==> config.mk <==
export PLATFORM = sky130hd
export DESIGN_NAME = assoc_cache_set
export DESIGN_NICKNAME = d
export VERILOG_FILES = /design/src/rtl/assoc_cache_set.sv
export SDC_FILE = /design/constraint.sdc
export NUM_CORES = 2
export LEC_CHECK = 0
export CAP_MARGIN = 20
export CORE_MARGIN = 4
export CORE_UTILIZATION = 55
export CTS_CLUSTER_SIZE = 25
export DETAILED_ROUTE_END_ITERATION = 8
export PLACE_DENSITY = 0.72
export SLEW_MARGIN = 40
export SYNTH_ARGS = -nofsm -noshare
export SYNTH_HDL_FRONTEND = slang
export SYNTH_SLANG_ARGS = --single-unit
==> constraint.sdc <==
create_clock -name clk -period 10.82 [get_ports clk]
set_input_delay 2.705 -clock clk [delete_from_list [all_inputs] [get_ports clk]]
set_output_delay 2.705 -clock clk [all_outputs]
set_load 0.02 [all_outputs]
==> src/rtl/assoc_cache_set.sv <==
// assoc_cache_set: one fully associative cache set with WAYS lines.
// Supports lookup, fill (with round-robin replacement when full),
// invalidate and a sequential flush that evicts valid lines one way per cycle.
// All responses and evictions are registered and appear the cycle after the
// triggering clock edge.
module assoc_cache_set #(
    parameter int WAYS   = 16,
    parameter int TAG_W  = 27,
    parameter int DATA_W = 64,
    localparam int WAY_W = $clog2(WAYS),
    localparam int OCC_W = $clog2(WAYS + 1)
) (
    input  logic              clk,
    input  logic              rst_n,
    input  logic              req_valid,
    output logic              req_ready,
    input  logic [1:0]        req_op,
    input  logic [TAG_W-1:0]  req_tag,
    input  logic [DATA_W-1:0] req_data,
    output logic              rsp_valid,
    output logic              rsp_hit,
    output logic [DATA_W-1:0] rsp_data,
    output logic [WAY_W-1:0]  rsp_way,
    output logic              evict_valid,
    output logic [TAG_W-1:0]  evict_tag,
    output logic [DATA_W-1:0] evict_data,
    output logic [OCC_W-1:0]  occupancy
);

    localparam logic [1:0] OP_LOOKUP = 2'b00;
    localparam logic [1:0] OP_FILL   = 2'b01;
    localparam logic [1:0] OP_INVAL  = 2'b10;
    localparam logic [1:0] OP_FLUSH  = 2'b11;

    localparam logic [WAY_W-1:0] LAST_WAY = WAY_W'(WAYS - 1);

    typedef enum logic {
        ST_IDLE  = 1'b0,
        ST_FLUSH = 1'b1
    } state_t;

    // Control state
    state_t             state_q, state_d;
    logic [WAY_W-1:0]   scan_q, scan_d;
    logic [WAY_W-1:0]   ptr_q, ptr_d;
    logic [WAYS-1:0]    valid_q, valid_d;

    // Line storage (not reset; qualified by valid_q)
    logic [TAG_W-1:0]   tag_q  [WAYS];
    logic [DATA_W-1:0]  data_q [WAYS];

    // Registered outputs
    logic               rsp_valid_q, rsp_valid_d;
    logic               rsp_hit_q, rsp_hit_d;
    logic [DATA_W-1:0]  rsp_data_q, rsp_data_d;
    logic [WAY_W-1:0]   rsp_way_q, rsp_way_d;
    logic               evict_valid_q, evict_valid_d;
    logic [TAG_W-1:0]   evict_tag_q, evict_tag_d;
    logic [DATA_W-1:0]  evict_data_q, evict_data_d;

    // Line write port
    logic               wr_en;
    logic [WAY_W-1:0]   wr_way;

    // Search results
    logic               hit;
    logic [WAY_W-1:0]   hit_way;
    logic               free_found;
    logic [WAY_W-1:0]   free_way;
    logic [OCC_W-1:0]   occ;

    // Tag match and lowest free way; tags are unique among valid ways
    always_comb begin
        hit        = 1'b0;
        hit_way    = '0;
        free_found = 1'b0;
        free_way   = '0;
        for (int w = 0; w < WAYS; w++) begin
            if (valid_q[w] && (tag_q[w] == req_tag)) begin
                hit     = 1'b1;
                hit_way = WAY_W'(w);
            end
        end
        for (int w = WAYS - 1; w >= 0; w--) begin
            if (!valid_q[w]) begin
                free_found = 1'b1;
                free_way   = WAY_W'(w);
            end
        end
    end

    // Occupancy is the population count of valid bits
    always_comb begin
        occ = '0;
        for (int w = 0; w < WAYS; w++) begin
            occ = occ + OCC_W'(valid_q[w]);
        end
    end

    // Next-state and response decode for IDLE requests and the flush scan
    always_comb begin
        state_d       = state_q;
        scan_d        = scan_q;
        ptr_d         = ptr_q;
        valid_d       = valid_q;
        rsp_valid_d   = 1'b0;
        rsp_hit_d     = 1'b0;
        rsp_data_d    = '0;
        rsp_way_d     = '0;
        evict_valid_d = 1'b0;
        evict_tag_d   = '0;
        evict_data_d  = '0;
        wr_en         = 1'b0;
        wr_way        = '0;

        case (state_q)
            ST_IDLE: begin
                if (req_valid) begin
                    rsp_valid_d = 1'b1;
                    case (req_op)
                        OP_LOOKUP: begin
                            if (hit) begin
                                rsp_hit_d  = 1'b1;
                                rsp_data_d = data_q[hit_way];
                                rsp_way_d  = hit_way;
                            end
                        end
                        OP_FILL: begin
                            wr_en = 1'b1;
                            if (hit) begin
                                // Update in place; tag rewritten with same value
                                rsp_hit_d = 1'b1;
                                rsp_way_d = hit_way;
                                wr_way    = hit_way;
                            end else if (free_found) begin
                                valid_d[free_way] = 1'b1;
                                rsp_way_d         = free_way;
                                wr_way            = free_way;
                            end else begin
                                // Set full: replace the round-robin victim
                                evict_valid_d = 1'b1;
                                evict_tag_d   = tag_q[ptr_q];
                                evict_data_d  = data_q[ptr_q];
                                rsp_way_d     = ptr_q;
                                wr_way        = ptr_q;
                                ptr_d         = ptr_q + WAY_W'(1);
                            end
                        end
                        OP_INVAL: begin
                            if (hit) begin
                                valid_d[hit_way] = 1'b0;
                                rsp_hit_d        = 1'b1;
                                rsp_way_d        = hit_way;
                                evict_valid_d    = 1'b1;
                                evict_tag_d      = tag_q[hit_way];
                                evict_data_d     = data_q[hit_way];
                            end
                        end
                        OP_FLUSH: begin
                            // Response is deferred until the scan completes
                            rsp_valid_d = 1'b0;
                            state_d     = ST_FLUSH;
                            scan_d      = '0;
                        end
                        default: ;
                    endcase
                end
            end
            ST_FLUSH: begin
                if (valid_q[scan_q]) begin
                    valid_d[scan_q] = 1'b0;
                    evict_valid_d   = 1'b1;
                    evict_tag_d     = tag_q[scan_q];
                    evict_data_d    = data_q[scan_q];
                end
                if (scan_q == LAST_WAY) begin
                    state_d     = ST_IDLE;
                    scan_d      = '0;
                    ptr_d       = '0;
                    rsp_valid_d = 1'b1;
                end else begin
                    scan_d = scan_q + WAY_W'(1);
                end
            end
            default: begin
                state_d = ST_IDLE;
            end
        endcase
    end

    // Control and output registers, cleared immediately by reset
    always_ff @(posedge clk or negedge rst_n) begin
        if (!rst_n) begin
            state_q       <= ST_IDLE;
            scan_q        <= '0;
            ptr_q         <= '0;
            valid_q       <= '0;
            rsp_valid_q   <= 1'b0;
            rsp_hit_q     <= 1'b0;
            rsp_data_q    <= '0;
            rsp_way_q     <= '0;
            evict_valid_q <= 1'b0;
            evict_tag_q   <= '0;
            evict_data_q  <= '0;
        end else begin
            state_q       <= state_d;
            scan_q        <= scan_d;
            ptr_q         <= ptr_d;
            valid_q       <= valid_d;
            rsp_valid_q   <= rsp_valid_d;
            rsp_hit_q     <= rsp_hit_d;
            rsp_data_q    <= rsp_data_d;
            rsp_way_q     <= rsp_way_d;
            evict_valid_q <= evict_valid_d;
            evict_tag_q   <= evict_tag_d;
            evict_data_q  <= evict_data_d;
        end
    end

    // Tag/data array write port
    always_ff @(posedge clk) begin
        if (wr_en) begin
            tag_q[wr_way]  <= req_tag;
            data_q[wr_way] <= req_data;
        end
    end

    assign req_ready   = (state_q == ST_IDLE);
    assign rsp_valid   = rsp_valid_q;
    assign rsp_hit     = rsp_hit_q;
    assign rsp_data    = rsp_data_q;
    assign rsp_way     = rsp_way_q;
    assign evict_valid = evict_valid_q;
    assign evict_tag   = evict_tag_q;
    assign evict_data  = evict_data_q;
    assign occupancy   = occ;

endmodule
After elaboration in Yosys (flattened, before gate mapping)
Memory sizes are Yosys's and may differ from the RTL's. Index checks and enable logic that the tools add are counted.

Memories: 2. Input port bits: 96. Bits in writable memories: 1456. Register bits: 187. Logic and storage cells: 235. Output and inout bits: 168.

Memory list: data_q (words 16, width 64, rd ports 3, clocked after memory_dff 0, wr ports 1, RTL line 50) `logic [DATA_W-1:0] data_q [WAYS];`; tag_q (words 16, width 27, rd ports 19, clocked after memory_dff 0, wr ports 1, RTL line 49) `logic [TAG_W-1:0] tag_q [WAYS];`.

Bitwise logic cells: 6. $lt $le $gt $ge: 6. Mux-type cells: 137. $add $sub $neg: 17. Eq/ne operators: 31. Reduce and logical (&&, ||, !) cells: 25.

Operators with widths (count): two-way mux 64 bit (8); == test 27 bit (16); one-hot mux 64 bit (2 select lines) (2); two-way mux 4 bit (46); two-way mux 27 bit (5); one-hot mux 27 bit (2 select lines) (2); two-way mux 16 bit (5); one-hot mux 16 bit (2 select lines) (2); two-way mux 1 bit (56); adder 5 x 1 -> 5 bit (11); bitwise AND 16 bit (2); NOT 16 bit (2); one-hot mux 4 bit (2 select lines) (3); logical AND 1 bit (19); OR 16 bit (1); less-than comparator 4 x 5 -> 1 bit, second input constant (3); demux 1 bit (select 4 bit) (3); greater-or-equal comparator 4 x 1 -> 1 bit, second input constant (3); != test 3 bit, second input constant (3); adder 4 x 1 -> 4 bit, second input constant (2); != test 2 x 1 -> 1 bit, second input constant (4); one-hot mux 1 bit (2 select lines) (4); != test 2 bit, second input constant (3); AND reduction 6 bit (1); 15 further kinds (16).

Logic depth before layout (Yosys ltp)
An unclocked memory read counts as a cell.

Word-level depth: 28. Mapped depth: 18.

Worst setup path before layout
No wires, ideal clock.

Kind: input-to-reg. Start: in req_tag[16]. End: mem data_q[10][0] (enable). Data arrival time: 9.466 ns. Setup slack: 0.812 ns. Buffers on the path: 3. Stages on the path: 13. Setup time: 0.542 ns. Cell sequence: buf_2 > buf_6 > xor2_1 > or4_1 > nor4_2 > o211ai_1 > a21oi_2 > o21ai_2 > a31oi_4 > buf_2 > o21ai_1 > or3_1 > nor2_1.

Longest elaborated chain between the ends: 22.

Ends and longest elaborated chain: from (decl) (RTL line 18) `input logic [TAG_W-1:0] req_tag,`; == test 27 bit (RTL line 79) `if (valid_q[w] && (tag_q[w] == req_tag)) begin`; logical AND 1 bit (RTL line 79); two-way mux 1 bit (16 in a row) (RTL line 79); two-way mux 4 bit (*) (RTL line 130) `if (hit) begin`; two-way mux 4 bit (*) (RTL line 120) `case (req_op)`; two-way mux 4 bit (*) (RTL line 118) `if (req_valid) begin`; two-way mux 4 bit (*) (RTL line 116) `case (state_q)`; to (decl) (RTL line 50).

Mark *: on every way between the ends. The rest lies on a longest branch, timed or not.

Worst setup path after layout
Start: in req_tag[1]. End: reg evict_tag_q[24] (netlist: evict_tag[24]).

Longest elaborated chain between the ends: 22.

Ends and longest elaborated chain: == test 27 bit (RTL line 79); logical AND 1 bit (RTL line 79); two-way mux 1 bit (RTL line 79); two-way mux 4 bit or two-way mux 1 bit (tied branches) (14 in a row) (RTL line 79); memory (16 x 27 bit) or two-way mux 1 bit (tied branches); two-way mux 27 bit, on equally long branches (RTL line 150, 130); one-hot mux 27 bit (2 select lines) (*) (RTL line 120); two-way mux 27 bit (*) (RTL line 118); one-hot mux 27 bit (2 select lines) (*) (RTL line 116); via evict_tag_d[24] (RTL line 58) `logic [TAG_W-1:0] evict_tag_q, evict_tag_d;`; to (signal assigned) (RTL line 215) `evict_tag_q <= evict_tag_d;`; to (decl) (RTL line 58).

Mark *: on every way through the listed nets, which the timed path passes. The rest lies on a longest branch. A chain may end at the register's enable or synchronous reset.

==> impl_metrics.env <==
export IMPL_status="completed"
export IMPL_worst_slew_pin_slew_ns=1.04
export IMPL_n_fill_cell=12000
export IMPL_drt_first_iter_violations=12900
export IMPL_initial_core_util_pct=55.3
export IMPL_io_buffers=263
export IMPL_gp_congestion=1.12
export IMPL_overflow=0
export IMPL_viasPerCell=8.16
export IMPL_setup_viol=0
export IMPL_synth_compound_area_share_pct=8.04
export IMPL_crit_chain="clkdlybuf4s50_1, buf_4, xor2_1, nor4_1, nand3_1, nor4_2, a21oi_2, o21a_4, nor2_4, buf_12, buf_4, mux2_1, o22ai_1, o21a_1, o31ai_1"
export IMPL_grt_pass1_vias=67700
export IMPL_die_area_um2=175000
export IMPL_die_w_um=418
export IMPL_start_kind="primary input"
export IMPL_drive_gt1_share_pct=26.0
export IMPL_cp_slowest_cell="clkdlybuf4s50_1"
export IMPL_crit_family="buffers and inverters"
export IMPL_final_seq_area_um2=48400
export IMPL_postRouteAntennaNets=0
export IMPL_core_area_um2=167000
export IMPL_clk_latency_ns=0.88
export IMPL_vdd_drop_max_uv=192
export IMPL_worst_slack_ns=2.02
export IMPL_slew_headroom_pct=30.3
export IMPL_setup_tns_ns=0
export IMPL_preCtsSetupSlack_ns=1.43
export IMPL_clockBufferDepth=3
export IMPL_synth_simple_area_share_pct=6.23
export IMPL_grt_max_degree=99
export IMPL_postCtsHoldBufs=0
export IMPL_ys_warn_count=0
export IMPL_num_vias=69500
export IMPL_drt_first_pass_iters=9
export IMPL_clkTransAtPathRegs_ns=0.07
export IMPL_utilization_pct=62.7
export IMPL_syn_inst=5983
export IMPL_muxShareOfSynthArea_pct=26.0
export IMPL_p_leak_nw=32.7
export IMPL_cts_num_sinks=1643
export IMPL_finalPower_mw=19.0
export IMPL_cpPeakStageDelay_ns=0.98
export IMPL_cp_arrival_ns=9.49
export IMPL_chipHeight_um=418
export IMPL_synth_top_family_by_area="multiplexers"
export IMPL_async_flop_share_pct=11.4
export IMPL_h_tree_depth=4
export IMPL_synth_edf_count=1456
export IMPL_cts_buffers=176
export IMPL_grt_antenna_before_repair=40
export IMPL_skew_ns=0.0604
export IMPL_timing_critical_path_mode_cell="buf_4"
export IMPL_hold_path_class="reg -> reg"
export IMPL_hpwlAfterDp_mm=257
export IMPL_hold_viol=0
export IMPL_worst_path_buf_inv=4
export IMPL_multi_input_area_um2=42000
export IMPL_num_rows=150
export IMPL_fmax_mhz=114
export IMPL_wire_per_inst_um=47.3
export IMPL_synth_xor_area_share_pct=4.09
export IMPL_drv_cap=0
export IMPL_rsz0062_at_grt="no"
export IMPL_syn_nets=6103
export IMPL_drv_slew=0
export IMPL_nets=6252
export IMPL_avgSynthCellArea_um2=15.5
export IMPL_synth_cell_types=101
export IMPL_final_common_cell="edfxtp_1"
export IMPL_yosys_area_share_adder_pct=0.406
export IMPL_routed_wl_mm=403
export IMPL_synth_seq_cells=1643
export IMPL_post_cts_resized=0
export IMPL_fin_crit_sh_pct=81.3
export IMPL_grt_total_usage_pct=46.0
export IMPL_drc=0
export IMPL_synth_cell_area_um2=92400
export IMPL_cts_setup_buffers=0
export IMPL_cp_required_ns=11.51
export IMPL_min_period_ns=8.80
export IMPL_final_cell_mix="edfxtp_1, mux4_2, mux2i_1"
export IMPL_ios=264
export IMPL_cp_max_fo=66
export IMPL_clockRootBuffer="clkbuf_16"
export IMPL_end_kind="flop"
export IMPL_grt_pass1_wl_mm=550
export IMPL_cellPowerDensity_nw_per_um2=181
export IMPL_yosysSeqAreaShare_pct=52.4
export IMPL_crit_type="in -> reg"
export IMPL_syn_to_final_growth_pct=13.3
export IMPL_cts_tree="done"
export IMPL_synthFlopType="edfxtp_1"
[registers in the layout (all words and copies together) (netlist names)]
register / cells
ptr_q: 4
rsp_way: 4
rsp_valid: 1
rsp_hit: 1
rsp_data: 64
state_q: 1
evict_data: 64
evict_valid: 1
scan_q: 4
valid_q: 16
evict_tag: 27
tag_q: 432
data_q: 1024
[power by group]
| part | leakage (nW) | switching (mW) | internal, mW |
|---|---|---|---|
| registers | 15.6 | 0.242 | 7.09 |
| clock network | 2.96 | 2.69 | 3.72 |
| logic | 14.1 | 2.77 | 2.47 |
| total | 32.7 | 5.70 | 13.3 |
[cell families after synthesis]
| group | after synthesis |
|---|---|
| and+or+nand+nor | 1070 |
| DFF | 1643 |
| AOI/OAI and AO/OA | 994 |
| adders and majority gates | 24 |
| xor gates and xnor gates | 432 |
| buffers and inverters | 572 |
| muxes | 1248 |
[per-layer routing]
layer	wire length, µm	part of all wire [%]	GRT usage [%]
met1	137000	34	60.6
met5	152	0.038	0.167
met4	29800	7.4	27.0
met3	69200	17	20.3
met2	167000	42	63.4
[final cells by class]
cell class              instances  area share [%]
diodes                         33          0.0789
clock buffers                 233            4.55
multi-input cells            3768            40.1
clock inverters                98            1.24
flip-flops and latches       1643            46.2
repair buffers                494            4.95
well taps                    2204            2.63
inverters                      49           0.183
[final timing paths]
kind	startpoint	end	slack, ns	depth (start not counted)
worst max-delay path	req_tag[1]	evict_tag[24]	2.02	15
worst min-delay path	data_q[3][0]	evict_data[0]	0.68	3
worst max register to register	tag_q[11][4]	evict_tag[24]	4.71	13
worst min register to register	data_q[3][0]	evict_data[0]	0.68	3
max in group asynchronous	rst_n	rsp_data[60]	7.65	3
min in group asynchronous	rst_n	evict_tag[1]	1.84	1
[stage by stage]
step	hold WS, ns	area (µm²)	instances
detailed placement	0.669	98400	8155
CTS	0.683	104000	8486
global route	0.734	105000	8496
floorplan	0.498	92400	5983
finish	0.685	105000	8522
global placement	0.654	97800	8140
[worst min-delay path, cell delays in order (launching register included)]
cell,delay [ns]
edfxtp_1,0.37
o21ai_1,0.08
nand2_1,0.08
a31o_1,0.13
[cells in the mapped netlist (105+ instances only)]
master / instances / area [µm²]
nand4_1: 139 / 870
nor4_1: 115 / 719
nor2_1: 163 / 612
edfxtp_1: 1456 / 43700
clkbuf_1: 277 / 1040
dfrtp_1: 187 / 4680
nand3_1: 105 / 526
xor2_1: 234 / 2050
nand2_1: 249 / 935
xnor2_1: 198 / 1730
o21ai_0: 151 / 756
mux2i_1: 288 / 2880
mux4_2: 915 / 20600
No activity file was read; power rests on OpenSTA's default activity.
